## src/rtl/pipelined_adder.sv

```systemverilog
// pipelined_adder
//   Pipelined add/subtract unit. A WIDTH-bit operation is split into STAGES
//   carry-linked segments of SEG = WIDTH/STAGES bits; stage k adds segment k
//   and passes its carry to stage k+1 on the next clock. Valid/ready
//   handshakes on both sides; the whole pipe advances or stalls as one.
//
// Ports
//   clk        in   rising-edge clock
//   rst        in   synchronous active-high reset; flushes all in-flight ops
//   in_valid   in   a, b, sub valid this cycle
//   in_ready   out  input accepted this cycle (0 during rst)
//   a, b       in   WIDTH-bit operands
//   sub        in   0: a+b, 1: a-b
//   out_valid  out  sum, overflow, sub_o valid
//   out_ready  in   downstream accepts the result this cycle
//   sum        out  WIDTH+1 result; sum[WIDTH] = carry (add) or borrow (sub)
//   overflow   out  signed overflow of sum[WIDTH-1:0]
//   sub_o      out  sub flag travelling with the result
module pipelined_adder #(
  parameter int WIDTH  = 32,
  parameter int STAGES = 4
) (
  input  logic             clk,
  input  logic             rst,
  input  logic             in_valid,
  output logic             in_ready,
  input  logic [WIDTH-1:0] a,
  input  logic [WIDTH-1:0] b,
  input  logic             sub,
  output logic             out_valid,
  input  logic             out_ready,
  output logic [WIDTH:0]   sum,
  output logic             overflow,
  output logic             sub_o
);

  localparam int SEG  = WIDTH / STAGES;
  localparam int LAST = STAGES - 1;

  // Per-stage registers. a_q keeps the original operand and bx_q the
  // effective (possibly inverted) B so the top stage can form overflow from
  // the original MSBs; s_q holds the finished low segments.
  logic             valid_q [STAGES];
  logic             valid_d [STAGES];
  logic             sub_q   [STAGES];
  logic             sub_d   [STAGES];
  logic             carry_q [STAGES];
  logic             carry_d [STAGES];
  logic [WIDTH-1:0] a_q     [STAGES];
  logic [WIDTH-1:0] a_d     [STAGES];
  logic [WIDTH-1:0] bx_q    [STAGES];
  logic [WIDTH-1:0] bx_d    [STAGES];
  logic [WIDTH-1:0] s_q     [STAGES];
  logic [WIDTH-1:0] s_d     [STAGES];
  logic             ovf_q;
  logic             ovf_d;

  // What each stage sees as its input: stage 0 from the ports, others from
  // the previous stage's registers.
  logic             vin_s   [STAGES];
  logic             subin_s [STAGES];
  logic             cin_s   [STAGES];
  logic [WIDTH-1:0] ain_s   [STAGES];
  logic [WIDTH-1:0] bxin_s  [STAGES];
  logic [WIDTH-1:0] psum_s  [STAGES];
  logic [SEG:0]     seg_s   [STAGES];
  logic             adv_s;

  function automatic logic [SEG:0] seg_add_f(input logic [SEG-1:0] x,
                                             input logic [SEG-1:0] y,
                                             input logic           ci);
    return {1'b0, x} + {1'b0, y} + {{SEG{1'b0}}, ci};
  endfunction

  function automatic logic ovf_f(input logic a_msb, input logic bx_msb,
                                 input logic s_msb);
    return (a_msb == bx_msb) && (s_msb != a_msb);
  endfunction

  // Global advance: the pipe moves whenever the output slot is free or drained.
  assign adv_s     = !valid_q[LAST] || out_ready;
  assign in_ready  = adv_s && !rst;
  assign out_valid = valid_q[LAST];
  assign sum       = {carry_q[LAST], s_q[LAST]};
  assign overflow  = ovf_q;
  assign sub_o     = sub_q[LAST];

  // Route port inputs into stage 0 and each stage's registers into the next.
  always_comb begin
    vin_s[0]   = in_valid;
    subin_s[0] = sub;
    ain_s[0]   = a;
    bxin_s[0]  = sub ? ~b : b;
    psum_s[0]  = {WIDTH{1'b0}};
    cin_s[0]   = sub;
    for (int k = 1; k < STAGES; k++) begin
      vin_s[k]   = valid_q[k-1];
      subin_s[k] = sub_q[k-1];
      ain_s[k]   = a_q[k-1];
      bxin_s[k]  = bx_q[k-1];
      psum_s[k]  = s_q[k-1];
      cin_s[k]   = carry_q[k-1];
    end
  end

  // Segment adders and next-state for every stage; the top stage also folds
  // the carry into a borrow for subtraction and computes overflow.
  always_comb begin
    ovf_d = 1'b0;
    for (int k = 0; k < STAGES; k++) begin
      seg_s[k]   = seg_add_f(ain_s[k][k*SEG +: SEG], bxin_s[k][k*SEG +: SEG], cin_s[k]);
      valid_d[k] = vin_s[k];
      sub_d[k]   = subin_s[k];
      a_d[k]     = ain_s[k];
      bx_d[k]    = bxin_s[k];
      s_d[k]     = psum_s[k];
      s_d[k][k*SEG +: SEG] = seg_s[k][SEG-1:0];
      if (k == LAST) begin
        // a-b = a + ~b + 1 carries out exactly when no borrow occurred.
        carry_d[k] = seg_s[k][SEG] ^ subin_s[k];
        ovf_d      = ovf_f(ain_s[k][WIDTH-1], bxin_s[k][WIDTH-1], s_d[k][WIDTH-1]);
      end else begin
        carry_d[k] = seg_s[k][SEG];
      end
    end
  end

  // Pipeline registers: clear on reset, shift together on advance, else hold.
  always_ff @(posedge clk) begin
    if (rst) begin
      for (int k = 0; k < STAGES; k++) begin
        valid_q[k] <= 1'b0;
        sub_q[k]   <= 1'b0;
        carry_q[k] <= 1'b0;
        a_q[k]     <= {WIDTH{1'b0}};
        bx_q[k]    <= {WIDTH{1'b0}};
        s_q[k]     <= {WIDTH{1'b0}};
      end
      ovf_q <= 1'b0;
    end else if (adv_s) begin
      for (int k = 0; k < STAGES; k++) begin
        valid_q[k] <= valid_d[k];
        sub_q[k]   <= sub_d[k];
        carry_q[k] <= carry_d[k];
        a_q[k]     <= a_d[k];
        bx_q[k]    <= bx_d[k];
        s_q[k]     <= s_d[k];
      end
      ovf_q <= ovf_d;
    end
  end

endmodule

```

## config.mk

```make
export PLATFORM = sky130hd
export DESIGN_NAME = pipelined_adder
export DESIGN_NICKNAME = d
export VERILOG_FILES = /design/src/rtl/pipelined_adder.sv
export SDC_FILE = /design/constraint.sdc
export NUM_CORES = 1
export LEC_CHECK = 0
export CAP_MARGIN = 30
export CELL_PAD_IN_SITES_DETAIL_PLACEMENT = 1
export CELL_PAD_IN_SITES_GLOBAL_PLACEMENT = 1
export CORE_MARGIN = 4
export CORE_UTILIZATION = 46
export CTS_CLUSTER_DIAMETER = 80
export DETAILED_ROUTE_END_ITERATION = 12
export GPL_ROUTABILITY_DRIVEN = 0
export GPL_TIMING_DRIVEN = 0
export PLACE_DENSITY = 0.8
export REMOVE_ABC_BUFFERS = 1
export SETUP_SLACK_MARGIN = 0.5
export SYNTH_ARGS = -nofsm -noshare
export SYNTH_HDL_FRONTEND = slang
export SYNTH_SLANG_ARGS = --single-unit
export TNS_END_PERCENT = 10
```

## constraint.sdc

```tcl
create_clock -name clk -period 8.4 [get_ports clk]
set_input_delay 1.26 -clock clk [delete_from_list [all_inputs] [get_ports clk]]
set_output_delay 1.26 -clock clk [all_outputs]
set_load 0.03 [all_outputs]
```

==> flow_metrics.env <==
export IMPL_status="finished clean"
export IMPL_maxSlewViolCount=0
export IMPL_numClockSinks=189
export IMPL_fin_crit_ns=5.18
export IMPL_async_reset_ff_share_pct=0
export IMPL_cp_slowest_cell="clkdlybuf4s50_1"
export IMPL_cp_start_kind="input port"
export IMPL_die_x_um=143
export IMPL_grt_overflow=0
export IMPL_setup_violations=0
export IMPL_rows=48
export IMPL_finalCritPeriodShare_pct=61.7
export IMPL_die_h_um=143
export IMPL_cts_resized=0
export IMPL_crit_path_frequent_cell="clkdlybuf4s50_1"
export IMPL_die_area_um2=20300
export IMPL_synth_area_leaders="edfxtp_1, and2_1, ha_1, xnor2_1, nor2_1"
export IMPL_ios=106
export IMPL_power_density_nw_per_um2=211
export IMPL_arrival_ns=3.92
export IMPL_drtPass1Iterations=4
export IMPL_layout_commonest_cell="edfxtp_1"
export IMPL_vias=4805
export IMPL_grt_pass1_wl_mm=27.7
export IMPL_coreArea_um2=17500
export IMPL_setup_worst_path_class="input port to primary output"
export IMPL_rsz0062_at_grt="false"
export IMPL_vdd_ir_drop_max_mv=0.120
export IMPL_seq_area_frac_synth_pct=68.1
export IMPL_max_freq_ghz=0.193
export IMPL_htreeDepth=4
export IMPL_slew_headroom_pct=42.1
export IMPL_path_delay_family="buffers and inverters"
export IMPL_crit_chain="clkdlybuf4s50_1 -> inv_1 -> a21o_2 -> buf_12 -> clkinv_4 -> clkdlybuf4s50_1"
export IMPL_drcViolationCount=0
export IMPL_postCtsSetupRepairBufs=0
export IMPL_final_cell_mix="edfxtp_1, and2_1, clkdlybuf4s50_1"
export IMPL_start_util_pct=47.5
export IMPL_antenna_left=0
export IMPL_timing_rr_start="a_q[0][88]"
export IMPL_wire_per_inst_um=18.3
export IMPL_hold_end="overflow"
export IMPL_worstHoldPathCells=2
export IMPL_cp_max_fo=136
export IMPL_cts_buffers=17
export IMPL_synth_distinct_cells=40
export IMPL_r2r_setup_slack_ns=5.82
export IMPL_synth_edf_count=188
export IMPL_grt_use_total_pct=17.8
export IMPL_dpl_hpwl_mm=11.3
export IMPL_max_stage_delay_ns=0.80
export IMPL_tightest_slew_ns=0.866
export IMPL_hold_viol_final=0
export IMPL_drv_cap=0
export IMPL_hold_buffers=0
export IMPL_synth_area_leader_cell="edfxtp_1"
export IMPL_r2r_end="carry_q[0][3]"
export IMPL_required_ns=7.14
export IMPL_finClkSkew_ns=0.0129
export IMPL_drt_vias_per_instance=5.12
export IMPL_ys_seq_elements=189
export IMPL_ff2ff_path_depth=10
export IMPL_multiInputGateArea_um2=2480
export IMPL_wirelength_mm=17.2
export IMPL_synth_main_ff_cell="edfxtp_1"
export IMPL_cts_buffer_depth=2
export IMPL_end_kind="primary output"
export IMPL_fill_cells=1678
export IMPL_finalNetCount=805
export IMPL_syn_inst=590
export IMPL_syn_area_per_cell_um2=14.1
export IMPL_syn2layout_area_growth_pct=24.4
export IMPL_synth_area_um2=8320
export IMPL_grt_max_degree=137
export IMPL_holdWs_ns=0.482
export IMPL_num_antenna_cells=0
export IMPL_cts_tree="yes"
export IMPL_antenna_found_initial=0
export IMPL_yosys_warnings=0
export IMPL_hp_start="overflow"
export IMPL_insertion_delay_ns=0.43
export IMPL_utilization_pct=59.0
export IMPL_drt_iter0_drc=205
export IMPL_port_buffers=105
export IMPL_clkSlewWorstSetupHoldPaths_ns=0.06
export IMPL_crit_buf_inv=5
export IMPL_leakagePower_nw=4.20
export IMPL_grt_pass1_vias=5230
export IMPL_yosysTopAreaCellShare_pct=67.8
export IMPL_cts_root_buf="clkbuf_16"
export IMPL_min_path_type="flip-flop to flip-flop"
export IMPL_register_area_um2=5670
export IMPL_drive_gt1_share_pct=6.45
-- per-layer routing --
layer | vias to the layer above | track usage [%] | wire length, µm
li1 | 2276 | - | -
met1 | 2399 | 21.9 | 7170
met2 | 112 | 31.1 | 9030
met3 | 18 | 4.07 | 738
met4 | 0 | 5.45 | 249
met5 | - | 0 | 0
-- worst max-delay path by stage --
stage | start | to | slack (ns) | depth (start not counted)
final | out_ready | in_ready | 3.22 | 6
after global routing | out_ready | in_ready | 2.96 | 6
after detailed placement | out_ready | in_ready | 3.18 | 6
after CTS | out_ready | in_ready | 3.15 | 6
after global placement | rst | bx_q[0][30] | -1.65 | 2
after floorplan | out_ready | a_q[0][10] | 1.0 | 2
-- sequential cells by signal, indices dropped and copies added, names as in the netlist --
signal    cells
a_q          48
bx_q         48
carry_q       4
overflow      1
s_q          80
sub_q         4
valid_q       4
-- where the power goes --
group          internal [mW]  switching (mW)  leakage [nW]
logic                  0.111           0.118          1.66
registers               1.11          0.0189          2.24
clock network          0.493           0.338         0.297
total                   1.71           0.475          4.20
-- cells in the mapped netlist (2+ instances only) --
library cell and count:
a21o_1 4, o21ai_0 18, edfxtp_1 188, a21oi_1 10, a211oi_1 4, nor3_1 9
buf_1 5, ha_1 28, xnor2_1 33, a31oi_1 3, xor2_1 14, nor3b_1 3
nand2_1 4, and2_1 131, nand2b_1 7, inv_1 20, o21bai_1 2, a21boi_0 2
nor2_1 52, fa_1 7, clkbuf_1 18, nor2b_1 6, nand3_1 2, o21a_1 4
-- metrics by stage --
| step | instance area (µm²) | std cells | worst slack (ns) | TNS [ns] | total power [mW] |
|---|---|---|---|---|---|
| floorplan | 8220 | 565 | 1.00 | 0 | 1.28 |
| global placement | 9550 | 895 | -1.65 | -308.74 | 1.36 |
| detailed placement | 9750 | 907 | 3.18 | 0 | 1.38 |
| CTS | 10400 | 938 | 3.15 | 0 | 2.21 |
| global route | 10400 | 938 | 2.96 | 0 | 2.28 |
| finish | 10400 | 938 | 3.22 | 0 | 2.19 |
-- cells by family after synthesis --
family          Yosys count  synth area share, %
xor+xnor                 47                 4.95
simple gates            218                 14.6
flops                   189                 68.1
mux                       2                0.286
buf+inv                  46                 2.21
compound gates           53                 3.98
fa+ha+maj                35                 5.89
-- worst register-to-register path, stage by stage (launching register included) --
cell,delay (ns)
edfxtp_1,0.38
inv_1,0.10
fa_1,0.21
inv_1,0.06
fa_1,0.41
a21o_1,0.21
a21oi_1,0.30
o21ai_0,0.17
a31oi_1,0.26
xor2_1,0.17
nor2_1,0.06
-- layout make-up --
type                            count  area share [%]
Tap cell                          225            2.72
Timing Repair Buffer              117            12.0
Clock buffer                       18            4.14
Inverter                           21           0.810
Clock inverter                     13            1.68
Sequential cell                   189            54.7
Multi-Input combinational cell    355            23.9
(Power assumes the default switching activity.)
